<file path="src/rtl/axis_relu_maxpool.sv">
// axis_relu_maxpool
// Streams signed MAC results in row-major order, applies ReLU, an arithmetic
// right shift and unsigned saturation, then 2x2 max-pools the quantised map.
// Even rows park their horizontal pair maxima in a half-width row buffer; odd
// rows combine with that buffer and emit one pooled sample per window.
//
// Handshake: a beat moves on either AXI-Stream port at a rising ACLK edge
// where tvalid and tready are both high. m_axis_* holds steady while
// m_axis_tvalid is high and m_axis_tready is low. s_axis_tready drops only
// when the offered beat would complete a window while the output register is
// full and is not being drained on this edge.
module axis_relu_maxpool #(
   parameter int DATA_WIDTH = 32,
   parameter int OUT_WIDTH  = 8,
   parameter int SHIFT      = 8,
   parameter int IMG_COLS   = 24,
   parameter int IMG_ROWS   = 24
) (
   input  logic                  ACLK,
   input  logic                  ARESETN,
   input  logic [DATA_WIDTH-1:0] s_axis_tdata,
   input  logic                  s_axis_tvalid,
   output logic                  s_axis_tready,
   input  logic                  s_axis_tlast,
   output logic [OUT_WIDTH-1:0]  m_axis_tdata,
   output logic                  m_axis_tvalid,
   input  logic                  m_axis_tready,
   output logic                  m_axis_tlast,
   output logic                  frame_err
);

   // Column counter keeps at least two bits so col[CW-1:1] is a legal index.
   localparam int CW = (IMG_COLS > 2) ? $clog2(IMG_COLS) : 2;
   localparam int RW = (IMG_ROWS > 2) ? $clog2(IMG_ROWS) : 1;
   localparam int NW = IMG_COLS / 2;
   localparam logic [CW-1:0] COL_LAST = CW'(IMG_COLS - 1);
   localparam logic [RW-1:0] ROW_LAST = RW'(IMG_ROWS - 1);

   logic [CW-1:0]        col;
   logic [RW-1:0]        row;
   logic                 run;
   logic [OUT_WIDTH-1:0] prev_q;
   logic [OUT_WIDTH-1:0] row_buf [0:NW-1];

   logic [OUT_WIDTH-1:0] q;
   logic [OUT_WIDTH-1:0] pair_max;
   logic [OUT_WIDTH-1:0] buf_rd;
   logic [OUT_WIDTH-1:0] pool_max;
   logic                 win_done;
   logic                 last_pix;
   logic                 early_last;
   logic                 accept;

   // ReLU, shift, then clamp to the largest unsigned OUT_WIDTH value.
   function automatic logic [OUT_WIDTH-1:0] quant(input logic [DATA_WIDTH-1:0] x);
      logic [DATA_WIDTH-1:0] s;
      s = x >> SHIFT;
      if (x[DATA_WIDTH-1])
         return '0;
      else if (|s[DATA_WIDTH-1:OUT_WIDTH])
         return '1;
      else
         return s[OUT_WIDTH-1:0];
   endfunction

   // Datapath for the beat on the input port and the backpressure decision.
   always_comb begin
      q             = quant(s_axis_tdata);
      pair_max      = (q > prev_q) ? q : prev_q;
      buf_rd        = row_buf[col[CW-1:1]];
      pool_max      = (pair_max > buf_rd) ? pair_max : buf_rd;
      win_done      = col[0] & row[0];
      last_pix      = (col == COL_LAST) && (row == ROW_LAST);
      early_last    = s_axis_tlast && !last_pix;
      s_axis_tready = run && !(win_done && m_axis_tvalid && !m_axis_tready);
      accept        = s_axis_tvalid && s_axis_tready;
   end

   // Input-ready enable rises on the first edge out of reset.
   always_ff @(posedge ACLK or negedge ARESETN) begin
      if (!ARESETN) run <= 1'b0;
      else          run <= 1'b1;
   end

   // Pixel position; an early tlast abandons the frame and restarts at (0,0).
   always_ff @(posedge ACLK or negedge ARESETN) begin
      if (!ARESETN) begin
         col <= '0;
         row <= '0;
      end else if (accept) begin
         if (early_last) begin
            col <= '0;
            row <= '0;
         end else if (col == COL_LAST) begin
            col <= '0;
            row <= (row == ROW_LAST) ? '0 : row + 1'b1;
         end else begin
            col <= col + 1'b1;
         end
      end
   end

   // Pair and row-buffer storage; always written before read within a frame.
   always_ff @(posedge ACLK) begin
      if (accept && !col[0])
         prev_q <= q;
      if (accept && col[0] && !row[0] && !early_last)
         row_buf[col[CW-1:1]] <= pair_max;
   end

   // Output register: drain on ready, reload when a window completes.
   always_ff @(posedge ACLK or negedge ARESETN) begin
      if (!ARESETN) begin
         m_axis_tvalid <= 1'b0;
         m_axis_tdata  <= '0;
         m_axis_tlast  <= 1'b0;
      end else begin
         if (m_axis_tready)
            m_axis_tvalid <= 1'b0;
         if (accept && win_done && !early_last) begin
            m_axis_tvalid <= 1'b1;
            m_axis_tdata  <= pool_max;
            m_axis_tlast  <= last_pix;
         end
      end
   end

   // Framing error: tlast present on the wrong beat or absent on the last.
   always_ff @(posedge ACLK or negedge ARESETN) begin
      if (!ARESETN) frame_err <= 1'b0;
      else          frame_err <= accept && (s_axis_tlast != last_pix);
   end

endmodule

</file>
<file path="config.mk">
export PLATFORM = sky130hd
export DESIGN_NAME = axis_relu_maxpool
export DESIGN_NICKNAME = d
export VERILOG_FILES = /design/src/rtl/axis_relu_maxpool.sv
export SDC_FILE = /design/constraint.sdc
export NUM_CORES = 1
export LEC_CHECK = 0
export ABC_AREA = 1
export BUFFER_PORTS_ARGS = -buffer_cell sky130_fd_sc_hd__buf_2
export CORE_MARGIN = 4
export CORE_UTILIZATION = 61
export DETAILED_ROUTE_END_ITERATION = 6
export GPL_TIMING_DRIVEN = 1
export PLACE_DENSITY = 0.81
export SYNTH_ARGS = -nofsm -noshare
export SYNTH_HDL_FRONTEND = slang
export SYNTH_SLANG_ARGS = --single-unit
</file>
<file path="constraint.sdc">
create_clock -name ACLK -period 8.2 [get_ports ACLK]
set_input_delay 1.64 -clock ACLK [delete_from_list [all_inputs] [get_ports ACLK]]
set_output_delay 1.64 -clock ACLK [all_outputs]
set_load 0.03 [all_outputs]
</file>
==> key figures <==
Run status
  – Status: completed

Finish
  – Area grow syn2layout: 14.1%
  – # diodes: 0
  – Nets: 766
  – Fill cells: 697
  – Layout cell share with drive strength beyond 1: 0.134

Yosys
  – Synth Warn #: 0
  – Mapped Cells: 663
  – Post-Synth Simple-Gate Area: 0.273
  – Flops & latches, synth: 126
  – Largest cells by area after synthesis: edfxtp_1 51%, nand2_1 19%, dfrtp_1 9.0%
  – Largest family of logic cells by synthesized area: simple AND/OR/NAND/NOR gates
  – Syn_area_per_cell: 9.19 µm²
  – Mapped Area: 6090 µm²
  – Compound-Gate Fraction of Synth Area: 0.0286
  – Commonest cells post-synth: 316 x nand2_1, 104 x edfxtp_1, 56 x inv_1
  – Most frequent cell after synthesis: nand2_1
  – Post-synth top flop: edfxtp_1
  – Ys async rst share: 0.175
  – Top-area cell type share of the netlist area: 0.513
  – Leading area contributor after synthesis: edfxtp_1
  – Register area share after synthesis: 0.603
  – Adder-cell share of the synthesized area: 0.0390
  – Mapped Nets: 719
  – Post-synth EDFFs: 104
  – Mux contribution to synthesized area: 0
  – Count of cell types in the netlist: 28
  – XOR/XNOR Fraction of Synth Area: 0

Critical path
  – Crit path required time: 8670 ps
  – CP Capture Type: flip-flop
  – R2R Setup Slk: 4340 ps
  – Critical Path AT: 5390 ps
  – Critical path class: primary input to flip-flop
  – R2R depth: 11
  – RR Endpoint: row_buf[1][7]
  – CP Launch Type: primary input
  – Critical-path maximum fanout: 13
  – Reg-to-Reg Start: col[2]

STA
  – Maximum clock frequency: 0.203 GHz
  – Worst slew margin: 0.122
  – Worst Skew: 11.5 ps
  – Final hold violations: 0
  – Fin. max-slew vios: 0
  – PnR worst setup slack: 3270 ps
  – Setup TNS Final: 0 ps
  – Setup violators final: 0
  – Min Tclk post-route: 4930 ps
  – Measured slew at the worst slew-check pin: 1310 ps
  – Final Cycle Share: 0.601
  – RSZ-0062 raised after global routing: no

Placement
  – Placer Congestion: 0.831
  – Setup WS pre-CTS: 2870 ps
  – Port bufs: 40
  – DP Wirelength: 8.33 mm

Drt
  – Final antenna-violating net count: 0
  – TritonRoute pass-1 iters: 5
  – Top Metal Used: met4
  – DR DRC count: 0
  – DR WL met3: 860 µm
  – Wire per inst: 15.1 µm
  – WL met1: 5.14 mm
  – Vias per cell: 5.26
  – WL met2: 6.52 mm
  – Routed vias: 4,501
  – Initial drt markers: 419
  – Final wirelength: 12.9 mm

Global route
  – First-pass GRT wire length: 21.2 mm
  – GR Overflow Total: 0
  – Gr usage total: 0.242
  – Number of global-route vias before repair: 4,535
  – Largest net degree at the start of global routing: 38
  – Initial antenna violation count: 0

Pwr
  – Sw power: 637 µW
  – Maximum vdd ir drop: 133 µV
  – Seq pwr share: 0.389
  – Power density cells: 286 nW/µm²
  – Net Sw Frac: 0.320
  – P_int: 1.35 mW
  – Comb pwr share: 0.238
  – Lkg Pwr: 3.19 nW
  – Clock network fraction of total power: 0.374

Floorplanning
  – Num rows: 36
  – Die Span X: 108 µm
  – Core ar.: 9730 µm²
  – Count of boundary I/O pins: 49
  – Die Ht: 108 µm
  – Initial core utilization: 0.626
  – Die ar.: 11,600 µm²

Flow run
  – Max-Cap Viols: 0

Clocking
  – Post-CTS Setup Bufs: 0
  – CTS tree: done
  – Clock tree sinks: 126
  – Clk buf depth: 2
  – Number of H-tree levels: 4
  – Total CTS buffers: 17
  – Root Buffer: clkbuf_8
  – CTS resizes: 0
  – Clock Latency Late Sink: 530 ps
  – Worst-path clk slew: 60 ps
  – Cts hold-fix bufs: 0

Hold path
  – Hold wc startpoint: m_axis_tdata[1]
  – HP Class: flip-flop to flip-flop
  – Hold path depth: 2
  – Hold worst-path end: m_axis_tdata[1]
==> registers in the layout, indices dropped and copies added (netlist names) <==
register,flops
col,5
frame_err,1
m_axis_tdata,8
m_axis_tlast,1
m_axis_tvalid,1
prev_q,8
row,5
row_buf,96
run,1
==> critical path, stage by stage <==
cell	delay (ps)
buf_2	90
nor2_1	100
nand2_1	70
nor2_2	270
nand3_1	120
nand2_1	110
inv_1	60
ha_1	290
nand2_1	80
nor2_2	150
nand2_1	80
nand2_2	160
nand2_2	150
nand2_1	90
nand2_1	90
inv_1	440
ha_1	350
a21oi_1	170
o21a_1	130
nand2_1	50
nand2_1	230
inv_1	220
nand2_1	130
nand2_1	70
nand2_1	60
==> worst max-delay path by stage <==
| stage | start | end | depth (start not counted) |
|---|---|---|---|
| 2_1_floorplan | s_axis_tdata[21] | m_axis_tdata[0] | 24 |
| 3_3_place_gp | s_axis_tdata[23] | m_axis_tdata[1] | 25 |
| 3_5_place_dp | s_axis_tdata[23] | m_axis_tdata[3] | 25 |
| 4_1_cts | s_axis_tdata[23] | m_axis_tdata[7] | 25 |
| 5_1_grt | s_axis_tdata[23] | m_axis_tdata[1] | 25 |
| 6_report | s_axis_tdata[23] | m_axis_tdata[7] | 25 |
==> cells in the final DEF, fill, tap and decap left out, types with 2 or more instances in the layout <==
master	instances
nand2_1	316
edfxtp_1	104
inv_1	56
nor2_1	45
buf_2	40
nand3_1	23
dfrtp_1	22
a21oi_1	20
ha_1	19
clkbuf_16	16
nor2_2	11
nor3_1	7
o21ai_0	5
clkinv_2	5
inv_2	4
nor2_4	4
nand2_2	4
clkbuf_8	3
bufinv_16	3
inv_6	2
clkinvlp_4	2
clkbuf_1	2
==> per-layer routing <==
| layer | global-route usage | up-vias |
|---|---|---|
| li1 | - | 2231 |
| met1 | 0.293 | 2067 |
| met2 | 0.408 | 170 |
| met3 | 0.0594 | 33 |
| met4 | 0.118 | 0 |
| met5 | 0 | - |
==> area by class of cell <==
cell class / count / area (µm²) / area share
Clock buffer: 21 / 449 / 0.0646
Timing Repair Buffer: 41 / 208 / 0.0299
Clock inverter: 11 / 139 / 0.0200
Multi-Input combinational cell: 463 / 2080 / 0.299
Tap cell: 133 / 166 / 0.0240
Sequential cell: 126 / 3670 / 0.529
Inverter: 61 / 234 / 0.0337
==> power by group through the flow <==
| stage | clock network [mW] | registers [mW] | logic, mW |
|---|---|---|---|
| 3_3_place_gp | 0 | 0.783 | 0.444 |
| 3_5_place_dp | 0 | 0.784 | 0.461 |
| 4_1_cts | 0.748 | 0.772 | 0.469 |
| 5_1_grt | 0.779 | 0.778 | 0.539 |
| 2_1_floorplan | 0 | 0.810 | 0.322 |
| 6_report | 0.743 | 0.773 | 0.473 |
==> stage by stage <==
| stage | total power [mW] | hold WS [ps] | cells | utilization | cell area, µm² |
|---|---|---|---|---|---|
| floorplan | 1.13 | 441 | 663 | - | 6090 |
| global route | 2.10 | 504 | 856 | 0.714 | 6950 |
| global placement | 1.23 | 454 | 824 | 0.654 | 6360 |
| CTS | 1.99 | 477 | 856 | 0.714 | 6950 |
| finish | 1.99 | 475 | 856 | 0.714 | 6950 |
| detailed placement | 1.24 | 460 | 824 | 0.654 | 6360 |
==> cells by family (layout without fill, tap and decap cells) <==
kind of cell,count (synthesis),in the layout
simple gates,412,412
compound gates,31,31
fa+ha+maj,19,19
flops,126,126
buf+inv,74,134
other cells,1,1
(Power assumes the default switching activity.)
